### src/rtl/punc_control_fsm_if.sv
// Control bundle between the PUnC control FSM (master) and the datapath (slave):
// instruction word and condition codes in, every datapath enable and mux select out.
interface punc_control_fsm_if;
    logic [15:0] ir;
    logic        N;
    logic        Z;
    logic        P;
    logic        ir_w_en;
    logic        pc_ld;
    logic        mem_w_en;
    logic        rf_w_en;
    logic        indirect_en;
    logic        status_ld;
    logic [1:0]  pc_src_sel;
    logic [2:0]  mem_r_addr_sel;
    logic        mem_w_addr_sel;
    logic        rf_r_addr_0_sel;
    logic        rf_r_addr_1_sel;
    logic        rf_w_addr_sel;
    logic [1:0]  rf_w_data_sel;
    logic        status_src_sel;
    logic [1:0]  alu_op;
    logic [1:0]  alu_A_sel;
    logic [2:0]  alu_B_sel;
    logic        halted;

    modport master (
        input  ir, N, Z, P,
        output ir_w_en, pc_ld, mem_w_en, rf_w_en, indirect_en, status_ld,
               pc_src_sel, mem_r_addr_sel, mem_w_addr_sel, rf_r_addr_0_sel,
               rf_r_addr_1_sel, rf_w_addr_sel, rf_w_data_sel, status_src_sel,
               alu_op, alu_A_sel, alu_B_sel, halted
    );

    modport slave (
        output ir, N, Z, P,
        input  ir_w_en, pc_ld, mem_w_en, rf_w_en, indirect_en, status_ld,
               pc_src_sel, mem_r_addr_sel, mem_w_addr_sel, rf_r_addr_0_sel,
               rf_r_addr_1_sel, rf_w_addr_sel, rf_w_data_sel, status_src_sel,
               alu_op, alu_A_sel, alu_B_sel, halted
    );
endinterface

### src/rtl/punc_control_fsm.sv
// Multicycle LC3 control unit: FETCH/DECODE/EXECUTE(/EXECUTE2) sequencing for the PUnC datapath.
// Optional PUNC_LEA_SETCC_EN: LEA also updates N/Z/P from the ALU result.
module punc_control_fsm #(
    parameter logic [3:0] HALT_OPCODE = 4'hF
) (
    input  logic              clk,
    input  logic              rst,
    punc_control_fsm_if.master bus
);
    localparam logic [1:0] PC_SRC_SEL_INC = 2'd0, PC_SRC_SEL_ALU = 2'd1, PC_SRC_SEL_REG = 2'd2;
    localparam logic [2:0] MEM_R_PC = 3'd0, MEM_R_ALU = 3'd1, MEM_R_IND = 3'd2;
    localparam logic       MEM_W_ALU = 1'b0, MEM_W_IND = 1'b1;
    localparam logic       RF_R0_IR_8_6 = 1'b0, RF_R0_IR_11_9 = 1'b1;
    localparam logic       RF_R1_IR_2_0 = 1'b0, RF_R1_IR_8_6 = 1'b1;
    localparam logic       RF_W_ADDR_IR_11_9 = 1'b0, RF_W_ADDR_R7 = 1'b1;
    localparam logic [1:0] RF_W_DATA_ALU = 2'd0, RF_W_DATA_MEM = 2'd1, RF_W_DATA_PC = 2'd2;
    localparam logic       STATUS_SRC_SEL_ALU = 1'b0, STATUS_SRC_SEL_MEM = 1'b1;
    localparam logic [1:0] ALU_FN_ADD = 2'd0, ALU_FN_AND = 2'd1, ALU_FN_NOT = 2'd2;
    localparam logic [1:0] ALU_SRC_A_REG_0 = 2'd0, ALU_SRC_A_PC = 2'd1, ALU_SRC_A_REG_1 = 2'd2;
    localparam logic [2:0] ALU_SRC_B_REG_1 = 3'd0, ALU_SRC_B_SXT_5 = 3'd1, ALU_SRC_B_SXT_6 = 3'd2,
                           ALU_SRC_B_SXT_9 = 3'd3, ALU_SRC_B_SXT_11 = 3'd4;

    localparam logic [3:0] OP_BR = 4'b0000, OP_ADD = 4'b0001, OP_LD = 4'b0010, OP_ST = 4'b0011,
                           OP_JSR = 4'b0100, OP_AND = 4'b0101, OP_LDR = 4'b0110, OP_STR = 4'b0111,
                           OP_NOT = 4'b1001, OP_LDI = 4'b1010, OP_STI = 4'b1011, OP_JMP = 4'b1100,
                           OP_LEA = 4'b1110;

    typedef enum logic [2:0] {
        FETCH    = 3'd0,
        DECODE   = 3'd1,
        EXECUTE  = 3'd2,
        EXECUTE2 = 3'd3,
        HALT     = 3'd4
    } state_t;

    typedef struct packed {
        logic       ir_w_en;
        logic       pc_ld;
        logic       mem_w_en;
        logic       rf_w_en;
        logic       indirect_en;
        logic       status_ld;
        logic [1:0] pc_src_sel;
        logic [2:0] mem_r_addr_sel;
        logic       mem_w_addr_sel;
        logic       rf_r_addr_0_sel;
        logic       rf_r_addr_1_sel;
        logic       rf_w_addr_sel;
        logic [1:0] rf_w_data_sel;
        logic       status_src_sel;
        logic [1:0] alu_op;
        logic [1:0] alu_A_sel;
        logic [2:0] alu_B_sel;
        logic       halted;
    } ctrl_t;

    state_t state_r;
    state_t next_state_s;
    ctrl_t  ctrl_r;
    ctrl_t  ctrl_s;
    logic   unused_ir_bits_s;

    assign unused_ir_bits_s = ^{bus.ir[8:6], bus.ir[4:0]};

    // Control word a given state presents; ir and N/Z/P are stable across the instruction.
    function automatic ctrl_t decode_ctrl(input state_t st, input logic [15:0] instr,
                                          input logic n, input logic z, input logic p);
        ctrl_t c;
        c = '0;
        case (st)
            FETCH: begin
                c.mem_r_addr_sel = MEM_R_PC;
                c.ir_w_en        = 1'b1;
            end
            DECODE: begin
                c.pc_ld      = 1'b1;
                c.pc_src_sel = PC_SRC_SEL_INC;
            end
            EXECUTE: begin
                case (instr[15:12])
                    OP_ADD, OP_AND, OP_NOT: begin
                        c.rf_r_addr_0_sel = RF_R0_IR_8_6;
                        c.rf_r_addr_1_sel = RF_R1_IR_2_0;
                        c.alu_A_sel       = ALU_SRC_A_REG_0;
                        c.alu_B_sel       = instr[5] ? ALU_SRC_B_SXT_5 : ALU_SRC_B_REG_1;
                        c.alu_op          = (instr[15:12] == OP_ADD) ? ALU_FN_ADD :
                                            (instr[15:12] == OP_AND) ? ALU_FN_AND : ALU_FN_NOT;
                        c.rf_w_en         = 1'b1;
                        c.rf_w_addr_sel   = RF_W_ADDR_IR_11_9;
                        c.rf_w_data_sel   = RF_W_DATA_ALU;
                        c.status_ld       = 1'b1;
                        c.status_src_sel  = STATUS_SRC_SEL_ALU;
                    end
                    OP_BR: begin
                        if ((instr[11] & n) | (instr[10] & z) | (instr[9] & p)) begin
                            c.pc_ld      = 1'b1;
                            c.pc_src_sel = PC_SRC_SEL_ALU;
                            c.alu_A_sel  = ALU_SRC_A_PC;
                            c.alu_B_sel  = ALU_SRC_B_SXT_9;
                            c.alu_op     = ALU_FN_ADD;
                        end else begin
                            c.pc_ld = 1'b0;
                        end
                    end
                    OP_JMP: begin
                        c.pc_ld           = 1'b1;
                        c.pc_src_sel      = PC_SRC_SEL_REG;
                        c.rf_r_addr_0_sel = RF_R0_IR_8_6;
                    end
                    OP_JSR: begin
                        // R7 capture and the jump share one edge; the target reads the old R7.
                        c.rf_w_en         = 1'b1;
                        c.rf_w_addr_sel   = RF_W_ADDR_R7;
                        c.rf_w_data_sel   = RF_W_DATA_PC;
                        c.pc_ld           = 1'b1;
                        c.rf_r_addr_0_sel = RF_R0_IR_8_6;
                        c.alu_A_sel       = ALU_SRC_A_PC;
                        c.alu_B_sel       = ALU_SRC_B_SXT_11;
                        c.alu_op          = ALU_FN_ADD;
                        c.pc_src_sel      = instr[11] ? PC_SRC_SEL_ALU : PC_SRC_SEL_REG;
                    end
                    OP_LD, OP_LDR, OP_ST, OP_STR: begin
                        c.rf_r_addr_0_sel = RF_R0_IR_11_9;
                        c.rf_r_addr_1_sel = RF_R1_IR_8_6;
                        c.alu_op          = ALU_FN_ADD;
                        c.alu_A_sel       = instr[14] ? ALU_SRC_A_REG_1 : ALU_SRC_A_PC;
                        c.alu_B_sel       = instr[14] ? ALU_SRC_B_SXT_6 : ALU_SRC_B_SXT_9;
                        if (instr[12]) begin
                            c.mem_w_en       = 1'b1;
                            c.mem_w_addr_sel = MEM_W_ALU;
                        end else begin
                            c.mem_r_addr_sel = MEM_R_ALU;
                            c.rf_w_en        = 1'b1;
                            c.rf_w_addr_sel  = RF_W_ADDR_IR_11_9;
                            c.rf_w_data_sel  = RF_W_DATA_MEM;
                            c.status_ld      = 1'b1;
                            c.status_src_sel = STATUS_SRC_SEL_MEM;
                        end
                    end
                    OP_LEA: begin
                        c.rf_w_en       = 1'b1;
                        c.rf_w_addr_sel = RF_W_ADDR_IR_11_9;
                        c.rf_w_data_sel = RF_W_DATA_ALU;
                        c.alu_A_sel     = ALU_SRC_A_PC;
                        c.alu_B_sel     = ALU_SRC_B_SXT_9;
                        c.alu_op        = ALU_FN_ADD;
`ifdef PUNC_LEA_SETCC_EN
                        c.status_ld      = 1'b1;
                        c.status_src_sel = STATUS_SRC_SEL_ALU;
`else
                        c.status_ld      = 1'b0;
`endif
                    end
                    OP_LDI, OP_STI: begin
                        c.mem_r_addr_sel = MEM_R_ALU;
                        c.alu_A_sel      = ALU_SRC_A_PC;
                        c.alu_B_sel      = ALU_SRC_B_SXT_9;
                        c.alu_op         = ALU_FN_ADD;
                        c.indirect_en    = 1'b1;
                    end
                    default: c.pc_ld = 1'b0;
                endcase
            end
            EXECUTE2: begin
                if (instr[15:12] == OP_LDI) begin
                    c.mem_r_addr_sel = MEM_R_IND;
                    c.rf_w_en        = 1'b1;
                    c.rf_w_addr_sel  = RF_W_ADDR_IR_11_9;
                    c.rf_w_data_sel  = RF_W_DATA_MEM;
                    c.status_ld      = 1'b1;
                    c.status_src_sel = STATUS_SRC_SEL_MEM;
                end else begin
                    c.mem_w_en        = 1'b1;
                    c.mem_w_addr_sel  = MEM_W_IND;
                    c.rf_r_addr_0_sel = RF_R0_IR_11_9;
                end
            end
            HALT:    c.halted = 1'b1;
            default: c.halted = 1'b0;
        endcase
        return c;
    endfunction

    // Next-state selection.
    always_comb begin
        next_state_s = state_r;
        case (state_r)
            FETCH:    next_state_s = DECODE;
            DECODE:   next_state_s = EXECUTE;
            EXECUTE: begin
                if ((bus.ir[15:12] == OP_LDI) || (bus.ir[15:12] == OP_STI)) begin
                    next_state_s = EXECUTE2;
                end else if (bus.ir[15:12] == HALT_OPCODE) begin
                    next_state_s = HALT;
                end else begin
                    next_state_s = FETCH;
                end
            end
            EXECUTE2: next_state_s = FETCH;
            HALT:     next_state_s = HALT;
            default:  next_state_s = FETCH;
        endcase
    end

    // State register with the control word of the state being entered registered alongside it.
    always_ff @(posedge clk) begin
        if (rst) begin
            state_r <= FETCH;
            ctrl_r  <= decode_ctrl(FETCH, bus.ir, bus.N, bus.Z, bus.P);
        end else begin
            state_r <= next_state_s;
            ctrl_r  <= decode_ctrl(next_state_s, bus.ir, bus.N, bus.Z, bus.P);
        end
    end

    // Reset blanks every control immediately so an aborted instruction writes nothing.
    always_comb begin
        if (rst) begin
            ctrl_s = '0;
        end else begin
            ctrl_s = ctrl_r;
        end
    end

    assign bus.ir_w_en         = ctrl_s.ir_w_en;
    assign bus.pc_ld           = ctrl_s.pc_ld;
    assign bus.mem_w_en        = ctrl_s.mem_w_en;
    assign bus.rf_w_en         = ctrl_s.rf_w_en;
    assign bus.indirect_en     = ctrl_s.indirect_en;
    assign bus.status_ld       = ctrl_s.status_ld;
    assign bus.pc_src_sel      = ctrl_s.pc_src_sel;
    assign bus.mem_r_addr_sel  = ctrl_s.mem_r_addr_sel;
    assign bus.mem_w_addr_sel  = ctrl_s.mem_w_addr_sel;
    assign bus.rf_r_addr_0_sel = ctrl_s.rf_r_addr_0_sel;
    assign bus.rf_r_addr_1_sel = ctrl_s.rf_r_addr_1_sel;
    assign bus.rf_w_addr_sel   = ctrl_s.rf_w_addr_sel;
    assign bus.rf_w_data_sel   = ctrl_s.rf_w_data_sel;
    assign bus.status_src_sel  = ctrl_s.status_src_sel;
    assign bus.alu_op          = ctrl_s.alu_op;
    assign bus.alu_A_sel       = ctrl_s.alu_A_sel;
    assign bus.alu_B_sel       = ctrl_s.alu_B_sel;
    assign bus.halted          = ctrl_s.halted;
endmodule
### src/flat_wrapper.sv
// flat-port wrapper written by rule: the top's interface ports become plain ports
module punc_control_fsm_flat 
#(
    parameter logic [3:0] HALT_OPCODE = 4'hF
)
  (clk, rst, bus_ir, bus_N, bus_Z, bus_P, bus_ir_w_en, bus_pc_ld, bus_mem_w_en, bus_rf_w_en, bus_indirect_en, bus_status_ld, bus_pc_src_sel, bus_mem_r_addr_sel, bus_mem_w_addr_sel, bus_rf_r_addr_0_sel, bus_rf_r_addr_1_sel, bus_rf_w_addr_sel, bus_rf_w_data_sel, bus_status_src_sel, bus_alu_op, bus_alu_A_sel, bus_alu_B_sel, bus_halted);
  punc_control_fsm_if bus_i ();
  input  logic clk;
  input  logic rst;
  input wire logic [$bits(bus_i.ir)-1:0] bus_ir;
  input wire logic [$bits(bus_i.N)-1:0] bus_N;
  input wire logic [$bits(bus_i.Z)-1:0] bus_Z;
  input wire logic [$bits(bus_i.P)-1:0] bus_P;
  output wire logic [$bits(bus_i.ir_w_en)-1:0] bus_ir_w_en;
  output wire logic [$bits(bus_i.pc_ld)-1:0] bus_pc_ld;
  output wire logic [$bits(bus_i.mem_w_en)-1:0] bus_mem_w_en;
  output wire logic [$bits(bus_i.rf_w_en)-1:0] bus_rf_w_en;
  output wire logic [$bits(bus_i.indirect_en)-1:0] bus_indirect_en;
  output wire logic [$bits(bus_i.status_ld)-1:0] bus_status_ld;
  output wire logic [$bits(bus_i.pc_src_sel)-1:0] bus_pc_src_sel;
  output wire logic [$bits(bus_i.mem_r_addr_sel)-1:0] bus_mem_r_addr_sel;
  output wire logic [$bits(bus_i.mem_w_addr_sel)-1:0] bus_mem_w_addr_sel;
  output wire logic [$bits(bus_i.rf_r_addr_0_sel)-1:0] bus_rf_r_addr_0_sel;
  output wire logic [$bits(bus_i.rf_r_addr_1_sel)-1:0] bus_rf_r_addr_1_sel;
  output wire logic [$bits(bus_i.rf_w_addr_sel)-1:0] bus_rf_w_addr_sel;
  output wire logic [$bits(bus_i.rf_w_data_sel)-1:0] bus_rf_w_data_sel;
  output wire logic [$bits(bus_i.status_src_sel)-1:0] bus_status_src_sel;
  output wire logic [$bits(bus_i.alu_op)-1:0] bus_alu_op;
  output wire logic [$bits(bus_i.alu_A_sel)-1:0] bus_alu_A_sel;
  output wire logic [$bits(bus_i.alu_B_sel)-1:0] bus_alu_B_sel;
  output wire logic [$bits(bus_i.halted)-1:0] bus_halted;
  assign bus_i.ir = bus_ir;
  assign bus_i.N = bus_N;
  assign bus_i.Z = bus_Z;
  assign bus_i.P = bus_P;
  assign bus_ir_w_en = bus_i.ir_w_en;
  assign bus_pc_ld = bus_i.pc_ld;
  assign bus_mem_w_en = bus_i.mem_w_en;
  assign bus_rf_w_en = bus_i.rf_w_en;
  assign bus_indirect_en = bus_i.indirect_en;
  assign bus_status_ld = bus_i.status_ld;
  assign bus_pc_src_sel = bus_i.pc_src_sel;
  assign bus_mem_r_addr_sel = bus_i.mem_r_addr_sel;
  assign bus_mem_w_addr_sel = bus_i.mem_w_addr_sel;
  assign bus_rf_r_addr_0_sel = bus_i.rf_r_addr_0_sel;
  assign bus_rf_r_addr_1_sel = bus_i.rf_r_addr_1_sel;
  assign bus_rf_w_addr_sel = bus_i.rf_w_addr_sel;
  assign bus_rf_w_data_sel = bus_i.rf_w_data_sel;
  assign bus_status_src_sel = bus_i.status_src_sel;
  assign bus_alu_op = bus_i.alu_op;
  assign bus_alu_A_sel = bus_i.alu_A_sel;
  assign bus_alu_B_sel = bus_i.alu_B_sel;
  assign bus_halted = bus_i.halted;
  punc_control_fsm #(.HALT_OPCODE(HALT_OPCODE)) u_core (.clk(clk), .rst(rst), .bus(bus_i));
endmodule
### config.mk
export PLATFORM = sky130hd
export DESIGN_NAME = punc_control_fsm_flat
export DESIGN_NICKNAME = d
export VERILOG_FILES = /design/src/rtl/punc_control_fsm_if.sv /design/src/rtl/punc_control_fsm.sv /design/src/flat_wrapper.sv
export SDC_FILE = /design/constraint.sdc
export NUM_CORES = 1
export LEC_CHECK = 0
export ABC_AREA = 0
export BUFFER_PORTS_ARGS = -buffer_cell sky130_fd_sc_hd__buf_2
export CAP_MARGIN = 20
export CELL_PAD_IN_SITES_DETAIL_PLACEMENT = 0
export CELL_PAD_IN_SITES_GLOBAL_PLACEMENT = 1
export CORE_MARGIN = 2
export CORE_UTILIZATION = 30
export DETAILED_ROUTE_END_ITERATION = 8
export HOLD_SLACK_MARGIN = 0.1
export PLACE_DENSITY = 0.71
export SLEW_MARGIN = 20
export SYNTH_ARGS = -nofsm -noshare
export SYNTH_HDL_FRONTEND = slang
export SYNTH_SLANG_ARGS = --single-unit
### constraint.sdc
create_clock -name clk -period 1.2 [get_ports clk]
set_clock_uncertainty 0.2 [all_clocks]
set_input_delay 0.06 -clock clk [delete_from_list [all_inputs] [get_ports clk]]
set_output_delay 0.06 -clock clk [all_outputs]
set_load 0.005 [all_outputs]
### After elaboration in Yosys (flattened, before gate mapping)

Cells that the tools add are included.

| word-level totals | value |
|---|---|
| bits in registers | 29 |
| bits in latches | 0 |
| memory bits (writable) | 0 |
| bits in read-only memories | 0 |
| input port bits | 21 |
| output and inout bits | 26 |
| logic and storage cells | 97 |
| memories kept | 0 |

| cells by class | value |
|---|---|
| $add $sub $neg | 0 |
| multiply operators | 0 |
| divide/modulo/power cells | 0 |
| magnitude comparators | 0 |
| eq/ne operators | 20 |
| shift-type cells | 0 |
| multiplexer cells | 41 |
| bitwise operators | 6 |
| reductions and logical operators | 11 |

Operator list:

| kind | count |
|---|---|
| one-hot mux 7 bit (5 select lines) | 1 |
| 2-to-1 mux 26 bit | 1 |
| == test 4 bit (second input constant) | 6 |
| one-hot mux 3 bit (2 select lines) | 3 |
| == test 4 x 3 -> 1 bit (second input constant) | 4 |
| 2-to-1 mux 2 bit | 8 |
| 2-to-1 mux 1 bit | 15 |
| one-hot mux 3 bit (4 select lines) | 1 |
| one-hot mux 1 bit (2 select lines) | 5 |
| == test 3 x 2 -> 1 bit (second input constant) | 3 |
| == test 4 x 2 -> 1 bit (second input constant) | 2 |
| one-hot mux 2 bit (2 select lines) | 2 |
| one-hot mux 4 bit (2 select lines) | 1 |
| == test 3 x 1 -> 1 bit (second input constant) | 2 |
| == test 3 bit (second input constant) | 2 |
| zero test 3 bit | 2 |
| 2-to-1 mux 3 bit | 2 |
| one-hot mux 2 bit (3 select lines) | 1 |
| OR reduction 2 bit | 3 |
| OR reduction 3 bit | 2 |
| OR reduction 5 bit | 1 |
| == test 4 x 1 -> 1 bit (second input constant) | 1 |
| zero test 4 bit | 1 |
| 2-to-1 mux 4 bit | 1 |
| 5 further kinds | 8 |

### Longest topological paths before layout

| logic depth | value |
|---|---|
| depth in word-level cells | 7 |
| mapped depth | 5 |
| gate-level depth less buffers | 4 |

### Least setup slack after synthesis

No wires, ideal clock.

| timing | value |
|---|---|
| path type | register to register |
| from | register u_core.state_r[2] |
| to | register u_core.ctrl_r[19] (netlist name) |
| library setup time | 79 ps |
| arrival time | 1089 ps |
| data required time | 921 ps |
| setup slack | -169 ps |
| cell stages (with the launch flop) | 5 |
| path buffers | 0 |
| clock period less this slack | 1369 ps |
| cell sequence | dfxtp_1 > nor2_4 > nand3_2 > or3_4 > a211oi_2 |

| on the way | value |
|---|---|
| cells in the longest elaborated chain, start to end | 5 |
| elaborated cells between the ends (all ways) | 8 |
| classes of those cells | eq/ne: 4; mux: 1; bitwise: 1; reduce/logical: 2 |

RTL lines:

| element | line | source |
|---|---|---|
| start: declaration | punc_control_fsm.sv:57 | `state_t state_r;` |
| start signal: assignment | punc_control_fsm.sv:211 | `state_r <= next_state_s;` |
| == test 3 bit, or another cell as far along | punc_control_fsm.sv:187 | `case (state_r)` |
| one-hot mux 3 bit (4 select lines) * | punc_control_fsm.sv:187 |  |
| == test 3 x 2 -> 1 bit * | punc_control_fsm.sv:70 | `case (st)` |
| inverter 1 bit (no line) * | -- |  |
| OR reduction 2 bit (no line) * | -- |  |
| end signal: assignment | punc_control_fsm.sv:209 | `ctrl_r <= decode_ctrl(FETCH, bus.ir, bus.N, bus.Z, bus.P);` |
| end signal: assignment | punc_control_fsm.sv:212 | `ctrl_r <= decode_ctrl(next_state_s, bus.ir, bus.N, bus.Z, bus.P);` |
| end: declaration | punc_control_fsm.sv:59 | `ctrl_t ctrl_r;` |

Every way passes the cells marked *; elsewhere a longest branch is shown, timed or not.
A chain may end at the register's enable or synchronous reset.

### Final worst setup path

Ends and elaborated chain as after synthesis.

==> results.sh <==
export IMPL_hp_class="input port to flip-flop"
export IMPL_clkSinkCount=27
export IMPL_rows=22
export IMPL_cts_tree="yes"
export IMPL_violations="hold timing, setup timing"
export IMPL_start_util_pct=31.9
export IMPL_yosys_cell_types_count=33
export IMPL_postSynth_asyncResetShare_pct=0
export IMPL_status="finished, violations left"
export IMPL_fin_crit_ps=1350
export IMPL_syn_to_final_growth_pct=49.3
export IMPL_drt_initial_drc_count=26
export IMPL_yosys_top_cells_count="dfxtp_1 (27), nor2b_1 (22), nor2_1 (13)"
export IMPL_ioPinCount=47
export IMPL_postRouteAntennaNets=0
export IMPL_postLayoutCoreUtil_pct=47.5
export IMPL_cts_root_buf="clkbuf_8"
export IMPL_setup_ws_ps=-155
export IMPL_die_area_um2=4460
export IMPL_whs_ps=-147
export IMPL_setup_viol=19
export IMPL_cpMaxStageDelayCell="or3_4"
export IMPL_ctsHoldBuffers=6
export IMPL_avgSynthCellArea_um2=8.45
export IMPL_pre_cts_ws_ps=-150
export IMPL_rsz0062_at_grt="yes"
export IMPL_end_kind="flip-flop"
export IMPL_firstDrtPassIters=4
export IMPL_critPathArrivalTime_ps=1350
export IMPL_grtUsageMet1_pct=15.4
export IMPL_layout_nets=223
export IMPL_synth_top_area_share_pct=45.7
export IMPL_ctsLongestPathBuffers=2
export IMPL_synth_enable_flop_cells=0
export IMPL_critical_path_class="flip-flop to flip-flop"
export IMPL_yosysMostFrequentCell="dfxtp_1"
export IMPL_drive_above_1_share_pct=45.8
export IMPL_final_cells=249
export IMPL_antenna_found_initial=0
export IMPL_grt_pass1_wl_mm=4.63
export IMPL_wl_mm=2.88
export IMPL_final_period_utilization_pct=113
export IMPL_timing_final_max_slew_violations=0
export IMPL_nFillCells=361
export IMPL_synthTopCellsByArea="dfxtp_1 (46%), nor2b_1 (12%), nor2_1 (4.1%), a21oi_1 (3.4%), nor3_1 (3.0%)"
export IMPL_max_freq_mhz=738
export IMPL_ir_drop_v=0.000403
export IMPL_finalSetupTns_ps=-1300
export IMPL_wl_per_cell_um=11.6
export IMPL_grt_overflow_total=0
export IMPL_p_per_area_nw_per_um2=985
export IMPL_critPathLaunchType="flip-flop"
export IMPL_dp_hpwl_mm=2.13
export IMPL_worst_path_largest_cell_delay_ps=360
export IMPL_cap_viol_max_count=0
export IMPL_required_ps=1200
export IMPL_vias=1152
export IMPL_path_cells="nor2_4, nand3_2, or3_4, a211oi_2"
export IMPL_viasPerCell=4.63
export IMPL_gp_congestion=0.801
export IMPL_dp_cells=238
export IMPL_drc=0
export IMPL_insertedDiodeCount=0
export IMPL_ys_ff_latch=27
export IMPL_use_met3_pct=1.35
export IMPL_hold_viol_final=7
export IMPL_core_area_um2=3720
export IMPL_gr_usage_met2_pct=24.6
export IMPL_yosys_area_top_type="dfxtp_1"
export IMPL_h_tree_depth=1
export IMPL_io_buffers=37
export IMPL_grt_busiest_layer="met2"
export IMPL_grt_start_max_net_pins=21
export IMPL_die_h_um=66.8
export IMPL_p_leak_nw=0.793
export IMPL_ys_seq_area_share_pct=45.7
export IMPL_crit_fanout=4
export IMPL_clk_pin_slew_ps=90
export IMPL_synth_area_um2=1180
export IMPL_syn_num_nets=161
export IMPL_numCtsBuffers=3
export IMPL_synthCells=140
export IMPL_fp_dieW_um=66.8
export IMPL_synth_flop_cell="dfxtp_1"
export IMPL_worstSkewPairLatency_ps=270
export IMPL_grt_pass1_vias=1108
export IMPL_yosys_warnings=0
export IMPL_grtUsageTotal_pct=13.5
==> layout make-up <==
| cell class | count | area, um2 | share of cell area, % |
|---|---|---|---|
| flip-flops and latches | 27 | 547 | 30.9 |
| repair buffers | 68 | 437 | 24.7 |
| well taps | 48 | 60.1 | 3.40 |
| inverters | 7 | 28.8 | 1.63 |
| clock buffers | 3 | 41.3 | 2.34 |
| multi-input cells | 95 | 648 | 36.7 |
| clock inverters | 1 | 5.00 | 0.283 |
==> cells by family (layout without fill, tap and decap cells) <==
group	count (synthesis)	in the layout	share of synthesized area, %
other	1	1	0.317
buffers and inverters	18	79	6.87
AOI/OAI and AO/OA	25	25	14.2
and+or+nand+nor	69	69	33.0
DFF	27	27	45.7
==> what timing repair did <==
action | 4_1_cts | 5_1_grt
buffers inserted | 0 | 1
pin swaps | 4 | 2
endpoints found under the setup margin | 21 | 23
hold endpoints to repair | 23 | 17
gates resized for setup | 10 | 15
==> final timing paths <==
| path | startpoint | to | slack [ps] | cells past startpoint |
|---|---|---|---|---|
| setup / recovery | u_core.state_r[2]$_SDFF_PP0_ | u_core.ctrl_r[19]$_SDFF_PP0_ | -150 | 4 |
| hold / removal | bus_ir[12] | u_core.ctrl_r[16]$_SDFF_PP0_ | -150 | 2 |
| setup reg to reg | u_core.state_r[2]$_SDFF_PP0_ | u_core.ctrl_r[19]$_SDFF_PP0_ | -150 | 4 |
| hold reg to reg | u_core.state_r[1]$_SDFF_PP0_ | u_core.ctrl_r[24]$_SDFF_PP0_ | 380 | 2 |
==> sequential cells by signal (all words and copies together), names as in the netlist <==
| register | cells |
|---|---|
| u_core.ctrl_r | 24 |
| u_core.state_r | 3 |
==> placed cells by master, fill, tap and decap left out, types with 4 or more instances in the layout <==
cell type	count
buf_2	37
buf_4	24
dfxtp_1	24
nor2b_1	22
nor2_1	12
nand2_1	8
a21oi_1	6
dlygate4sd3_1	6
inv_1	5
nand2b_1	4
nor3_2	4
==> where the power goes <==
part | leakage, nW | internal (mW) | switching, mW
clock | 0.0255 | 0.232 | 0.268
combinational | 0.547 | 0.146 | 0.161
sequential | 0.221 | 0.923 | 0.0103
total | 0.793 | 1.30 | 0.439
==> through the flow <==
step	instance area, um2	power [mW]
6_report	1770	1.74
5_1_grt	1770	1.84
4_1_cts	1710	1.74
3_5_place_dp	1560	1.21
3_3_place_gp	1560	1.21
2_1_floorplan	1190	1.10
==> per-layer routing <==
layer	up-vias	share of wire, %
met5	-	0
met4	0	2.0
met3	6	4.9
met2	34	49
met1	523	44
li1	589	-
==> worst max-delay path: cells and delay by family, from the launching register on <==
kind | cells | cell delay (ps)
AND/OR/NAND/NOR | 3 | 550
flip-flops | 1 | 350
AO/OA/AOI/OAI | 1 | 190
No activity file was read; power rests on OpenSTA's default activity.
